`src/rtl/branch_predictor_pkg.sv`:
```
// branch_predictor_pkg: shared widths, BTB defaults and 2-bit counter encodings
`ifndef PC_WIDTH
`define PC_WIDTH 32
`endif
`ifndef DATA_WIDTH
`define DATA_WIDTH 32
`endif
`ifndef BTB_ENTRIES
`define BTB_ENTRIES 16
`endif
`ifndef BTB_IDX_W
`define BTB_IDX_W 4
`endif
package branch_predictor_pkg;
  localparam int PC_W = `PC_WIDTH;
  localparam int BTB_ENTRIES = `BTB_ENTRIES;
  localparam int BTB_IDX_W = `BTB_IDX_W;
  typedef logic [1:0] ctr_t;
  localparam ctr_t SNT = 2'b00;
  localparam ctr_t WNT = 2'b01;
  localparam ctr_t WT  = 2'b10;
  localparam ctr_t ST  = 2'b11;
endpackage

```
`src/rtl/branch_predictor_sat_counter2.sv`:
```
// sat_counter2: next state of a 2-bit saturating up/down counter
module sat_counter2
  import branch_predictor_pkg::*;
(
  input  logic [1:0] ctr_i,
  input  logic       up_i,
  output logic [1:0] ctr_o
);
  always_comb ctr_o = up_i ? (ctr_i == ST ? ST : ctr_i + 2'd1)
                           : (ctr_i == SNT ? SNT : ctr_i - 2'd1);
endmodule

```
`src/rtl/branch_predictor.sv`:
```
// branch_predictor: direct-mapped BTB with 2-bit counters, IF lookup, EX training
// and misprediction detection with redirect PC and resolution statistics.
module branch_predictor
  import branch_predictor_pkg::*;
#(
  parameter int ENTRIES = BTB_ENTRIES,
  parameter int IDX_W   = BTB_IDX_W
) (
  input  logic            clk,
  input  logic            rst,
  input  logic [PC_W-1:0] if_pc,
  output logic            pred_taken,
  output logic [PC_W-1:0] pred_target,
  input  logic            ex_branch,
  input  logic            ex_stall,
  input  logic [PC_W-1:0] ex_pc,
  input  logic            ex_taken,
  input  logic [PC_W-1:0] ex_target,
  input  logic            ex_pred_taken,
  input  logic [PC_W-1:0] ex_pred_target,
  output logic            mispredict,
  output logic [PC_W-1:0] redirect_pc,
  output logic [31:0]     br_count,
  output logic [31:0]     mp_count
);
  localparam int TAG_W = PC_W - IDX_W - 2;
  logic [ENTRIES-1:0] valid_q;
  logic [TAG_W-1:0]   tag_q [ENTRIES];
  logic [PC_W-1:0]    tgt_q [ENTRIES];
  logic [1:0]         ctr_q [ENTRIES];
  logic [31:0]        br_q, br_d, mp_q, mp_d;
  logic [IDX_W-1:0]   if_idx, ex_idx;
  logic [TAG_W-1:0]   if_tag, ex_tag;
  logic               if_hit, ex_hit, train;
  logic [1:0]         ctr_upd;
  assign if_idx = if_pc[IDX_W+1:2];
  assign if_tag = if_pc[PC_W-1:IDX_W+2];
  assign ex_idx = ex_pc[IDX_W+1:2];
  assign ex_tag = ex_pc[PC_W-1:IDX_W+2];
  // valid gates the tag compare so uninitialised tags never leak into outputs
  assign if_hit = valid_q[if_idx] && (tag_q[if_idx] == if_tag);
  assign ex_hit = valid_q[ex_idx] && (tag_q[ex_idx] == ex_tag);
  assign train  = ex_branch && !ex_stall;
  assign pred_taken  = if_hit && ctr_q[if_idx][1];
  assign pred_target = pred_taken ? tgt_q[if_idx] : if_pc + PC_W'(4);
  assign mispredict  = train && ((ex_taken != ex_pred_taken) ||
                                 (ex_taken && ex_target != ex_pred_target));
  assign redirect_pc = ex_taken ? ex_target : ex_pc + PC_W'(4);
  assign br_count = br_q;
  assign mp_count = mp_q;
  sat_counter2 u_ctr (
    .ctr_i (ctr_q[ex_idx]),
    .up_i  (ex_taken),
    .ctr_o (ctr_upd)
  );
  always_comb begin
    br_d = (train && ~&br_q) ? br_q + 32'd1 : br_q;
    mp_d = (mispredict && ~&mp_q) ? mp_q + 32'd1 : mp_q;
  end
  // a not-taken miss leaves the table untouched; a taken miss replaces the entry
  always_ff @(posedge clk) begin
    if (rst) begin
      valid_q <= '0;
      for (int i = 0; i < ENTRIES; i++) ctr_q[i] <= WNT;
      br_q <= '0;
      mp_q <= '0;
    end else begin
      br_q <= br_d;
      mp_q <= mp_d;
      if (train && (ex_hit || ex_taken)) begin
        valid_q[ex_idx] <= 1'b1;
        tag_q[ex_idx]   <= ex_tag;
        ctr_q[ex_idx]   <= ex_hit ? ctr_upd : WT;
        if (ex_taken) tgt_q[ex_idx] <= ex_target;
      end
    end
  end
endmodule

```
`config.mk`:
```
export PLATFORM = sky130hd
export DESIGN_NAME = branch_predictor
export DESIGN_NICKNAME = d
export VERILOG_FILES = /design/src/rtl/branch_predictor_pkg.sv /design/src/rtl/branch_predictor_sat_counter2.sv /design/src/rtl/branch_predictor.sv
export SDC_FILE = /design/constraint.sdc
export NUM_CORES = 2
export LEC_CHECK = 0
export ABC_AREA = 1
export CAP_MARGIN = 20
export CORE_MARGIN = 3
export CORE_UTILIZATION = 34
export DETAILED_ROUTE_END_ITERATION = 7
export DONT_BUFFER_PORTS = 1
export GPL_ROUTABILITY_DRIVEN = 0
export GPL_TIMING_DRIVEN = 0
export SYNTH_ARGS = -nofsm -noshare
export SYNTH_HDL_FRONTEND = slang
export SYNTH_SLANG_ARGS = --single-unit
```
`constraint.sdc`:
```
create_clock -name clk -period 4.7 [get_ports clk]
set_input_delay 0.94 -clock clk [delete_from_list [all_inputs] [get_ports clk]]
set_output_delay 0.94 -clock clk [all_outputs]
set_load 0.01 [all_outputs]
```
==> summary.md <==
| Metric | Value |
|---|---|
| Status | finished with violations |
| Failing checks | design-rule violations, negative setup slack |
| DR WL met3 | 40830 um |
| Async S/R FF share, synth | 0% |
| Reg clk slew, reported paths | 0.07 ns |
| TritonCTS clock tree | built |
| Die span in y | 393.4 um |
| WHS Path Cells | 0 |
| GRT Residual Overflow | 0 |
| Fin crit share | 100.1% |
| Leakage power | 21.88 nW |
| Hold bufs inserted after CTS | 0 |
| Worst min-delay path class | primary input to flip-flop |
| Reg2Reg Depth | 16 |
| Max-cap violations | 0 |
| Initial antenna violation count | 18 |
| Final hold viol count | 0 |
| Number of global-route vias before repair | 41.56k |
| Layout area overhead | 14.43% |
| Port Buf Inserts | 0 |
| CTS Buf Count | 106 |
| Routed wl met2 | 91820 um |
| Critical path's largest stage delay | 0.38 ns |
| Total track usage | 28.28% |
| Cells after Synth | 5517 |
| Seq cells post-synth | 1040 |
| Arrival time of the worst setup path | 3.76 ns |
| Via-per-instance ratio | 5.849 |
| Worst slew pin tran | 1.236 ns |
| Antenna Nets Post-Route | 0 |
| Vias | 45.56k |
| Total Routed Length | 228300 um |
| Final net count | 5827 |
| Worst EP required | 3.76 ns |
| Core ar. | 148400 sq um |
| Avg Cell Area, Syn | 9.247 sq um |
| Max Transition Viols Final | 0 |
| Cell chain of the critical path | clkbuf_4, nand2_2, inv_2, clkbuf_4, nand2_1, nand2_1, inv_1, nand3_1, nand3_1, nor2_1, nand3_2, clkbuf_2, o21ai_0, nand2_1 |
| Die Wd | 393.4 um |
| Crit Path Max Fanout | 10 |
| First drt pass iteration count | 8 |
| Core Rows | 141 |
| Hpwl dp | 161000 um |
| Worst-Skew Late Latency | 0.79 ns |
| Pwr dens | 360.0 nW/um^2 |
| Mapped Area | 51020 sq um |
| # H-tree levels | 3 |
| Max Buffers Root-to-Sink | 3 |
| Power consumption | 0.02102 W |
| Layout cells sized above 1 | 9.784% |
| FMAX | 212.5 MHz |
| Hold WS | 0.2451 ns |
| Clk_skew | 0.07633 ns |
| Final setup viols | 1 |
| Peak VDD IR | 0.0003230 V |
| Synth Warn # | 0 |
| Routed len/inst | 29.31 um |
| Final WS setup | -0.004887 ns |
| Largest net degree at the start of global routing | 27 |
| EDFF count, synth | 960 |
| Syn Nets | 5658 |
| First-pass GRT wire length | 314000 um |
| Top_reg_cell synth | edfxtp_1 |
| # IOs | 264 |
| CP startpoint kind | primary input |
| DR top layer | met5 |
| # DRC | 2 |
| Initial core utilization | 34.38% |
| CTS Sinks | 1040 |
| Slowest CP cell | nand2_1 |
| Clock Tree Root | clkbuf_16 |
| Starting DRT DRC Count | 8384 |
| RSZ-0062 raised after global routing | true |
| Setup crit end kind | primary output |
| WL met1 | 82970 um |
| Final min period | 4.705 ns |
| Worst rel slew slack | 17.58% |
| Final Core Density | 39.35% |
| Post-synth cell types | 52 |
| Post-synthesis sequential area ratio | 59.65% |
| Most used cell, CP | nand2_1 |
| Total die area | 154700 sq um |
| # fillers | 14.54k |
| CP Class | primary input to primary output |
==> cell families (layout without fill, tap and decap cells) <==
| logic type | after synthesis | after routing | share of synthesized area (%) |
|---|---|---|---|
| simple gates | 2519 | 2519 | 20.50 |
| compound gates | 1040 | 1040 | 11.28 |
| flops | 1040 | 1040 | 59.65 |
| buf+inv | 820 | 1078 | 6.835 |
| xor+xnor | 91 | 91 | 1.562 |
| fa+ha+maj | 7 | 7 | 0.1717 |
| other cells | 0 | 12 | 0 |
==> metal layers <==
metal,up-vias,global-route usage (%)
met5,-,0
met4,14,13.46
met3,759,13.57
met2,3872,39.43
met1,21710,36.57
li1,19210,-
==> cells in the final DEF (no fill, tap or decap), types with 92 or more instances in the layout <==
cell type  count
nand3_1      336
nor2_1       638
edfxtp_1     960
a21oi_1      211
clkbuf_16    106
clkbuf_1     118
nand2_1     1311
o22ai_1       92
o21ai_0      527
inv_1        460
==> power by group <==
group | leakage, nW | switching [W] | internal, W | total, W
Combinational | 10.9 | 0.00162 | 0.000498 | 0.00211
Sequential | 9.30 | 0.0000207 | 0.0101 | 0.0102
Clock | 1.68 | 0.00392 | 0.00481 | 0.00874
==> metrics by stage <==
step           cells  setup TNS, ns  worst slack [ns]  cell area, sq um
5_1_grt         7778       -0.03717         -0.008332             58350
3_5_place_dp    7575         -56.49           -0.8271             54400
3_3_place_gp    7519       -1490.63            -3.384             53520
2_1_floorplan   5517              0           0.08512             51020
6_report        7789      -0.004887         -0.004887             58380
4_1_cts         7773        -0.2289          -0.04770             58070
==> what timing repair did <==
action                     in CTS  in global routing
setup endpoints to repair      34                 45
setup buffers                   2                  3
pin swaps                       2                  5
resized for setup              87                127
==> final timing paths <==
kind,end,startpoint,slack (ns)
max,pred_target[14],if_pc[4],-0.005
min,tag_q[4][21],ex_pc[27],0.25
max reg2reg,tag_q[6][15],tag_q[13][19],0.88
min reg2reg,valid_q[8],valid_q[8],0.47
==> cell type report <==
| type | instances | area (sq um) | share of cell area (%) |
|---|---|---|---|
| Timing Repair Buffer | 63 | 834.6 | 1.430 |
| Clock inverter | 58 | 668.1 | 1.145 |
| Antenna cell | 12 | 30.03 | 0.05144 |
| Inverter | 497 | 1873 | 3.209 |
| Clock buffer | 139 | 2826 | 4.842 |
| Buffer | 321 | 1852 | 3.172 |
| Multi-Input combinational cell | 3657 | 17360 | 29.74 |
| Tap cell | 2002 | 2505 | 4.291 |
| Sequential cell | 1040 | 30430 | 52.13 |
==> synth_stat cells, types with 3 or more instances <==
cell type	instances	area, sq um
a21oi_1	211	1056
clkinv_1	5	18.77
inv_2	13	48.80
ha_1	7	87.58
nand4_1	56	350.3
or2_2	4	25.02
o211ai_1	84	630.6
o221ai_1	49	429.2
inv_1	479	1798
a211oi_1	3	22.52
clkbuf_1	147	551.8
o21ai_0	534	2673
buf_6	24	270.3
nand2_2	5	31.28
nor4_1	13	81.33
edfxtp_1	960	28830
o22ai_1	92	575.6
buf_1	17	63.81
nor2_2	3	18.77
nor3_1	69	345.3
o21ai_1	56	280.3
nor2_4	4	45.04
xnor2_1	17	148.9
xor2_1	74	648.1
buf_2	113	565.5
nand2_1	1325	4974
dfxtp_1	80	1602
nor2_1	652	2447
nand3_2	17	170.2
nand3_1	352	1762
nand3b_1	3	22.52
nor3b_1	4	30.03
buf_4	20	150.1
==> registers in the layout, summed over array words and instances (netlist names) <==
name / count
tgt_q: 512
valid_q: 16
br_count: 32
tag_q: 416
ctr_q: 32
mp_count: 32
==> worst max-delay path: cells and delay by family <==
kind / cells / cell delay [ns]
simple gates: 8 / 1.35
buf+inv: 5 / 1.16
compound gates: 1 / 0.28
(Power assumes the default switching activity.)
